### src/rtl/pipe_hazard_ctrl_if.sv
// Decode-to-hazard-unit bundle: register indices and hazard inputs in, stall/flush/forward controls out.
// master = pipeline side driving operands and hazard inputs; slave = the hazard unit.
interface pipe_hazard_ctrl_if;
  logic [3:0]  id_rs;
  logic [3:0]  id_rt;
  logic [3:0]  ex_rd;
  logic        ex_load;
  logic [3:0]  mem_rd;
  logic        br_taken;
  logic        mem_busy;
  logic        pc_en;
  logic        ifid_en;
  logic        ifid_flush;
  logic        idex_bubble;
  logic        pipe_hold;
  logic [1:0]  fwd_a;
  logic [1:0]  fwd_b;
  logic [15:0] stall_cnt;

  modport master (
    output id_rs, id_rt, ex_rd, ex_load, mem_rd, br_taken, mem_busy,
    input  pc_en, ifid_en, ifid_flush, idex_bubble, pipe_hold, fwd_a, fwd_b, stall_cnt
  );

  modport slave (
    input  id_rs, id_rt, ex_rd, ex_load, mem_rd, br_taken, mem_busy,
    output pc_en, ifid_en, ifid_flush, idex_bubble, pipe_hold, fwd_a, fwd_b, stall_cnt
  );
endinterface

### src/rtl/pipe_hazard_ctrl.sv
// Hazard/flow control: load-use stall, branch flush, memory freeze and operand forwarding.
// Zero-cycle combinational controls; mem_busy freezes all state and overrides every other hazard.
module pipe_hazard_ctrl #(
  parameter int unsigned BR_PENALTY = 2
) (
  input  logic              clk,
  input  logic              rst,
  pipe_hazard_ctrl_if.slave hz
);

  typedef enum logic {RUN, FLUSH} state_e;

  localparam logic [3:0] REG_NONE   = 4'hF;
  localparam logic [3:0] FLUSH_INIT = (BR_PENALTY > 1) ? 4'(BR_PENALTY - 2) : 4'd0;

  state_e      state_q, state_d;
  logic [3:0]  fcnt_q, fcnt_d;
  logic [15:0] stall_cnt_q;

  logic       pc_en, ifid_en, ifid_flush, idex_bubble, pipe_hold;
  logic [1:0] fwd_a, fwd_b;
  logic       load_use;

  // EX forwarding is impossible for a load: its data only exists once it reaches MEM.
  function automatic logic [1:0] fwd_sel(input logic [3:0] src, input logic [3:0] ex_rd,
                                         input logic ex_load, input logic [3:0] mem_rd);
    if (src != REG_NONE && src == ex_rd && !ex_load) return 2'b01;
    if (src != REG_NONE && src == mem_rd)            return 2'b10;
    return 2'b00;
  endfunction

  assign load_use = hz.ex_load && (hz.ex_rd != REG_NONE) &&
                    ((hz.ex_rd == hz.id_rs) || (hz.ex_rd == hz.id_rt));

  always_comb begin
    pc_en       = 1'b1;
    ifid_en     = 1'b1;
    ifid_flush  = 1'b0;
    idex_bubble = 1'b0;
    pipe_hold   = 1'b0;
    fwd_a       = fwd_sel(hz.id_rs, hz.ex_rd, hz.ex_load, hz.mem_rd);
    fwd_b       = fwd_sel(hz.id_rt, hz.ex_rd, hz.ex_load, hz.mem_rd);
    state_d     = state_q;
    fcnt_d      = fcnt_q;

    if (rst) begin
      pc_en       = 1'b0;
      ifid_en     = 1'b0;
      ifid_flush  = 1'b1;
      idex_bubble = 1'b1;
      fwd_a       = 2'b00;
      fwd_b       = 2'b00;
      state_d     = RUN;
      fcnt_d      = 4'd0;
    end else if (hz.mem_busy) begin
      pc_en     = 1'b0;
      ifid_en   = 1'b0;
      pipe_hold = 1'b1;
    end else if (hz.br_taken || state_q == FLUSH) begin
      ifid_flush  = 1'b1;
      idex_bubble = 1'b1;
      // A taken branch restarts the penalty window, even mid-flush.
      if (hz.br_taken) begin
        if (BR_PENALTY > 1) begin
          state_d = FLUSH;
          fcnt_d  = FLUSH_INIT;
        end else begin
          state_d = RUN;
        end
      end else if (fcnt_q == 4'd0) begin
        state_d = RUN;
      end else begin
        fcnt_d = fcnt_q - 4'd1;
      end
    end else if (load_use) begin
      pc_en       = 1'b0;
      ifid_en     = 1'b0;
      idex_bubble = 1'b1;
    end
  end

  always_ff @(posedge clk) begin
    if (rst) begin
      state_q     <= RUN;
      fcnt_q      <= 4'd0;
      stall_cnt_q <= 16'd0;
    end else begin
      state_q <= state_d;
      fcnt_q  <= fcnt_d;
      if (!pc_en && stall_cnt_q != 16'hFFFF) begin
        stall_cnt_q <= stall_cnt_q + 16'd1;
      end
    end
  end

  assign hz.pc_en       = pc_en;
  assign hz.ifid_en     = ifid_en;
  assign hz.ifid_flush  = ifid_flush;
  assign hz.idex_bubble = idex_bubble;
  assign hz.pipe_hold   = pipe_hold;
  assign hz.fwd_a       = fwd_a;
  assign hz.fwd_b       = fwd_b;
  assign hz.stall_cnt   = stall_cnt_q;

endmodule

### src/flat_wrapper.sv
// flat-port wrapper written by rule: the top's interface ports become plain ports
module pipe_hazard_ctrl_flat 
#(
  parameter int unsigned BR_PENALTY = 2
)
  (clk, rst, hz_id_rs, hz_id_rt, hz_ex_rd, hz_ex_load, hz_mem_rd, hz_br_taken, hz_mem_busy, hz_pc_en, hz_ifid_en, hz_ifid_flush, hz_idex_bubble, hz_pipe_hold, hz_fwd_a, hz_fwd_b, hz_stall_cnt);
  pipe_hazard_ctrl_if hz_i ();
  input  logic clk;
  input  logic rst;
  input wire logic [$bits(hz_i.id_rs)-1:0] hz_id_rs;
  input wire logic [$bits(hz_i.id_rt)-1:0] hz_id_rt;
  input wire logic [$bits(hz_i.ex_rd)-1:0] hz_ex_rd;
  input wire logic [$bits(hz_i.ex_load)-1:0] hz_ex_load;
  input wire logic [$bits(hz_i.mem_rd)-1:0] hz_mem_rd;
  input wire logic [$bits(hz_i.br_taken)-1:0] hz_br_taken;
  input wire logic [$bits(hz_i.mem_busy)-1:0] hz_mem_busy;
  output wire logic [$bits(hz_i.pc_en)-1:0] hz_pc_en;
  output wire logic [$bits(hz_i.ifid_en)-1:0] hz_ifid_en;
  output wire logic [$bits(hz_i.ifid_flush)-1:0] hz_ifid_flush;
  output wire logic [$bits(hz_i.idex_bubble)-1:0] hz_idex_bubble;
  output wire logic [$bits(hz_i.pipe_hold)-1:0] hz_pipe_hold;
  output wire logic [$bits(hz_i.fwd_a)-1:0] hz_fwd_a;
  output wire logic [$bits(hz_i.fwd_b)-1:0] hz_fwd_b;
  output wire logic [$bits(hz_i.stall_cnt)-1:0] hz_stall_cnt;
  assign hz_i.id_rs = hz_id_rs;
  assign hz_i.id_rt = hz_id_rt;
  assign hz_i.ex_rd = hz_ex_rd;
  assign hz_i.ex_load = hz_ex_load;
  assign hz_i.mem_rd = hz_mem_rd;
  assign hz_i.br_taken = hz_br_taken;
  assign hz_i.mem_busy = hz_mem_busy;
  assign hz_pc_en = hz_i.pc_en;
  assign hz_ifid_en = hz_i.ifid_en;
  assign hz_ifid_flush = hz_i.ifid_flush;
  assign hz_idex_bubble = hz_i.idex_bubble;
  assign hz_pipe_hold = hz_i.pipe_hold;
  assign hz_fwd_a = hz_i.fwd_a;
  assign hz_fwd_b = hz_i.fwd_b;
  assign hz_stall_cnt = hz_i.stall_cnt;
  pipe_hazard_ctrl #(.BR_PENALTY(BR_PENALTY)) u_core (.clk(clk), .rst(rst), .hz(hz_i));
endmodule
### config.mk
export PLATFORM = sky130hd
export DESIGN_NAME = pipe_hazard_ctrl_flat
export DESIGN_NICKNAME = d
export VERILOG_FILES = /design/src/rtl/pipe_hazard_ctrl_if.sv /design/src/rtl/pipe_hazard_ctrl.sv /design/src/flat_wrapper.sv
export SDC_FILE = /design/constraint.sdc
export NUM_CORES = 1
export LEC_CHECK = 0
export CELL_PAD_IN_SITES_DETAIL_PLACEMENT = 1
export CELL_PAD_IN_SITES_GLOBAL_PLACEMENT = 1
export CORE_MARGIN = 10
export CORE_UTILIZATION = 29
export DETAILED_ROUTE_END_ITERATION = 8
export PLACE_DENSITY = 0.83
export SYNTH_ARGS = -nofsm -noshare
export SYNTH_HDL_FRONTEND = slang
export SYNTH_SLANG_ARGS = --single-unit
### constraint.sdc
create_clock -name clk -period 1.8 [get_ports clk]
set_clock_uncertainty 0.1 [all_clocks]
set_input_delay 0.36 -clock clk [delete_from_list [all_inputs] [get_ports clk]]
set_output_delay 0.36 -clock clk [all_outputs]
set_load 0.02 [all_outputs]
---- Word level (Yosys, flattened, before mapping) ----
Index checks and enable logic that the tools add are counted.
cells by class
  add/subtract/negate cells ............... 2
  equality and inequality tests ........... 11
  mux-type cells .......................... 33
  bitwise operators ....................... 1
  reductions and logical operators ........ 17
operator list
  kind                     number
  $eq A4 B4 Y1             6
  $mux W1                  21
  $mux W2                  10
  $add A16 B1 Y16 const B  1
  $ne A16 B16 Y1 const B   1
  $ne A4 B4 Y1 const B     3
  $logic_and A1 B1 Y1      9
  $mux W4                  2
  $reduce_and A3 Y1        2
  $logic_not A4 Y1         1
  $sub A4 B1 Y4 const B    1
  $logic_not A1 Y1         2
  $logic_or A1 B1 Y1       2
  $ne A2 B2 Y1 const B     1
  $reduce_bool A2 Y1       1
  $not A1 Y1               1
word-level totals
  flip-flop bits (word level) ............. 21
  input port bits ......................... 21
  output and inout port bits .............. 25
  word-level logic and storage cells ...... 67

---- Depth between registers and ports, before layout ----
  depth after elaboration ................. 9
  gate-level depth with buffers ........... 8
  mapped depth without buffers ............ 8

---- Least setup slack after synthesis ----
OpenSTA, ideal clock, no wires.
  path kind ............................... reg-to-reg
  start ................................... register u_core.stall_cnt_q[0] (netlist: u_core.hz.stall_cnt[0])
  end ..................................... register u_core.stall_cnt_q[3] (netlist: u_core.hz.stall_cnt[3])
  setup time .............................. 0.121 ns
  data arrival time ....................... 1.853 ns
  data required time ...................... 1.579 ns
  slack ................................... -0.274 ns
  stages on the path, launching flop included .. 8
  path buffers ............................ 1
  period minus slack after synthesis ...... 2.074 ns
  path through ............................ dfxtp_1 -> ha_1 -> and2_4 -> and3_1 -> buf_6 -> a21oi_2 -> and4_1 -> mux2_4
on the way
  word-level cells in the longest chain between the ends .. 2
  elaborated cells between the ends (all ways) .. 3
  classes of those cells .................. add/sub (1); eq/ne (1); reduce/logical (1)
ends and longest elaborated chain
  element                                                                  RTL line                text
  from (decl)                                                              pipe_hazard_ctrl.sv:18  logic [15:0] stall_cnt_q;
  from (signal assigned)                                                   pipe_hazard_ctrl.sv:91  stall_cnt_q <= stall_cnt_q + 16'd1;
  parallel branches: the longest is 2 deep, another holds $add A16 B1 Y16  n/a
Parallel ways; which one is timed is not known.
A chain may end at the register's enable or synchronous reset.

---- Worst setup path after layout ----
  start ................................... input port hz_id_rt[1]
  end ..................................... register u_core.stall_cnt_q[3] (netlist: u_core.hz.stall_cnt[3])
on the way
  word-level cells in the longest chain between the ends .. 9
ends and longest elaborated chain
  element              RTL line                text
  from (decl)          flat_wrapper.sv:11      input wire logic [$bits(hz_i.id_rt)-1:0] hz_id_rt;
  $eq A4 B4 Y1         pipe_hazard_ctrl.sv:33  ((hz.ex_rd == hz.id_rs) || (hz.ex_rd == hz.id_rt));
  $logic_or A1 B1 Y1   pipe_hazard_ctrl.sv:33
  $logic_and A1 B1 Y1  pipe_hazard_ctrl.sv:32  assign load_use = hz.ex_load && (hz.ex_rd != REG_NONE) &&
  $mux W1              pipe_hazard_ctrl.sv:75  end else if (load_use) begin
  $mux W1              pipe_hazard_ctrl.sv:59  end else if (hz.br_taken || state_q == FLUSH) begin
  $mux W1              pipe_hazard_ctrl.sv:55  end else if (hz.mem_busy) begin
  $mux W1              pipe_hazard_ctrl.sv:46  if (rst) begin
  $logic_not A1 Y1     pipe_hazard_ctrl.sv:90  if (!pc_en && stall_cnt_q != 16'hFFFF) begin
  $logic_and A1 B1 Y1  pipe_hazard_ctrl.sv:90
Every way passes these cells.

==> out/summary.txt <==
Status = finished, violations left
Failing checks = negative setup slack
Synth Register Bits = 21
Final nets = 287
Slew Viols, Final = 0
Final instance area = 2690 sq um
Crit share post-route = 117%
Most common cell in the netlist = dfxtp_1
Post-Syn Area = 1370 sq um
Min Tclk post-route = 2110 ps
TritonRoute pass-1 iters = 4
CP Max Fanout = 4
Flop-to-flop setup slack = -170 ps
CTS Buf Count = 3
Initial DRC count = 61
Synth area leaders = dfxtp_1, xnor2_1, nor2_1
GRT Total Usage = 14.1%
Final Hold Viols = 0
CTS Hold Bufs = 0
DRC = 0
Avg WL per Cell = 20.8 um
DP Wirelength = 3910 um
IR drop worst, VDD = 0.000221 V
Die span in y = 88.8 um
CTS tree = done
Port Buf Inserts = 45
Layout area overhead = 96.3%
Min-delay src = u_core.hz.stall_cnt[4]
MaxCap Viol Count = 0
Max clock buf depth = 2
Worst Setup Slack, final = -307 ps
Width of the die = 88.8 um
Die area = 7880 sq um
Critical path startpoint category = input port
Num rows = 24
First-pass GRT wire length = 8650 um
Syn Inst Count = 168
Total core area = 4470 sq um
Slew Limit Headroom = 75.7%
DR vias/cell = 5.40
Post-route setup TNS = -2500 ps
Post-synth top area share = 30.6%
RSZ-0062 raised after global routing = true
DRT antenna net count = 0
H-tree Lvls = 1
Synth area leader = dfxtp_1
Distinct cells, synth = 41
Antenna Cells = 0
PnR Total Power = 0.00124 W
Clock root cell = clkbuf_8
HP Class = flip-flop to flip-flop
Largest net degree at the start of global routing = 12
Starting density of the core = 30.7%
PwrDens = 461 nW/um^2
Register area share after synthesis = 30.6%
Critical path required time = 1860 ps
Net Count, Synth = 192
Critical path class = input port to flip-flop
Tightest Pin Transition = 365 ps
Top cells by count, synth = dfxtp_1, nor2_1, xnor2_1, nand3_1, a21oi_1
Crit path to = u_core.hz.stall_cnt[3]
Path depth of the worst reg2reg path = 8
Highest clock rate = 475 MHz
Worst Path Arrival = 2160 ps
Number of global-route vias before repair = 1832
Routability cong. = 0.830
Reg clk slew, reported paths = 80 ps
Final wirelength = 6540 um
Placed inst area = 2240 sq um
Clock tree sinks = 21
Routed via count = 1697
Share of layout cells above drive strength 1 = 55.0%
Asr flop ratio synth = 0%
Top_reg_cell synth = dfxtp_1
Synth warn = 0
Critical Path End Type = flip-flop
Hold WS = 447 ps
R2R Path End = u_core.hz.stall_cnt[3]
# IOs = 46
Critical R2R Launch = u_core.state_q
EDFF count, synth = 0
Leak = 1.18 nW
Syn_area_per_cell = 8.17 sq um
Initial antenna violation count = 0
Worst-Skew Late Latency = 270 ps
Setup Viol. Count Final = 19
GRT overflow = 0
Launch point of the worst path = hz_id_rt[1]
## cell type report
type | instances | area (sq um)
Clock buffer | 4 | 45.0
Fill cell | 489 | 1780
Inverter | 4 | 15.0
Multi-Input combinational cell | 136 | 1230
Sequential cell | 21 | 440
Tap cell | 52 | 65.1
Timing Repair Buffer | 97 | 893
## report_power, final
group	internal [W]	leakage, nW	switching [W]
clock network	0.000158	0.0228	0.000164
logic	0.000218	0.980	0.000203
registers	0.000480	0.177	0.0000197
## flip-flops by register name, summed over array words and instances, names as in the netlist
| name | flops |
|---|---|
| u_core.hz.stall_cnt | 16 |
| u_core.fcnt_q | 4 |
| u_core.state_q | 1 |
## timing repair
action,4_1_cts,5_1_grt
resized for setup,155,52
buffers inserted,9,5
pin swaps,22,20
setup endpoints to repair,34,31
cloned,0,0
## cells in the final DEF (no fill, tap or decap), drive strengths merged, types with 4 or more instances in the layout
| cell | netlist | layout |
|---|---|---|
| nand4 | 7 | 7 |
| o21ai | 8 | 8 |
| buf | 3 | 73 |
| dfxtp | 21 | 21 |
| dlygate4sd2 | 0 | 12 |
| nand3 | 11 | 11 |
| xnor2 | 16 | 16 |
| dlymetal6s2s | 0 | 4 |
| nor3 | 4 | 4 |
| clkbuf | 4 | 4 |
| nand2 | 7 | 7 |
| and3 | 5 | 5 |
| inv | 4 | 4 |
| a21oi | 11 | 11 |
| nor2b | 4 | 4 |
| nor2 | 20 | 20 |
| xor2 | 7 | 7 |
| a211oi | 5 | 5 |
| nand2b | 5 | 5 |
| clkdlybuf4s50 | 0 | 5 |
## logic make-up after synthesis
logic type / Yosys count / share of synthesized area, %
XOR/XNOR: 23 / 14.7
AO/OA/AOI/OAI: 33 / 16.2
multiplexers: 3 / 2.64
buffers and inverters: 11 / 4.10
AND/OR/NAND/NOR: 74 / 29.0
flip-flops: 21 / 30.6
adder cells (fa/ha/maj): 3 / 2.74
## layer usage
metal	global-route usage, %	vias up	routed length (um)
met5	0	-	0
met4	4.55	0	172
met3	3.77	17	376
met2	29.1	55	3640
met1	12.6	840	2350
li1	-	785	-
## worst max-delay path: stages
cell and delay [ps]:
buf_8 110, xnor2_4 160, nand4_1 220, a21o_1 290
buf_6 150, buf_12 120, a21oi_4 160, and4_1 260
mux2_4 310
## metrics by stage
step,std cells,utilization [%],worst slack [ps]
2_1_floorplan,168,-,-84.6
3_3_place_gp,299,50.0,-872
3_5_place_dp,299,50.0,-921
4_1_cts,312,55.3,-90.6
5_1_grt,314,60.2,-339
6_report,314,60.2,-307
## worst min path at each step
stage | endpoint | slack [ps] | cells after the start
2_1_floorplan | u_core.fcnt_q[1] | 360 | 2
3_3_place_gp | u_core.hz.stall_cnt[4] | 400 | 2
3_5_place_dp | u_core.hz.stall_cnt[10] | 430 | 2
4_1_cts | u_core.hz.stall_cnt[4] | 440 | 2
5_1_grt | u_core.hz.stall_cnt[10] | 480 | 2
6_report | u_core.hz.stall_cnt[4] | 450 | 2
(Power assumes the default switching activity.)
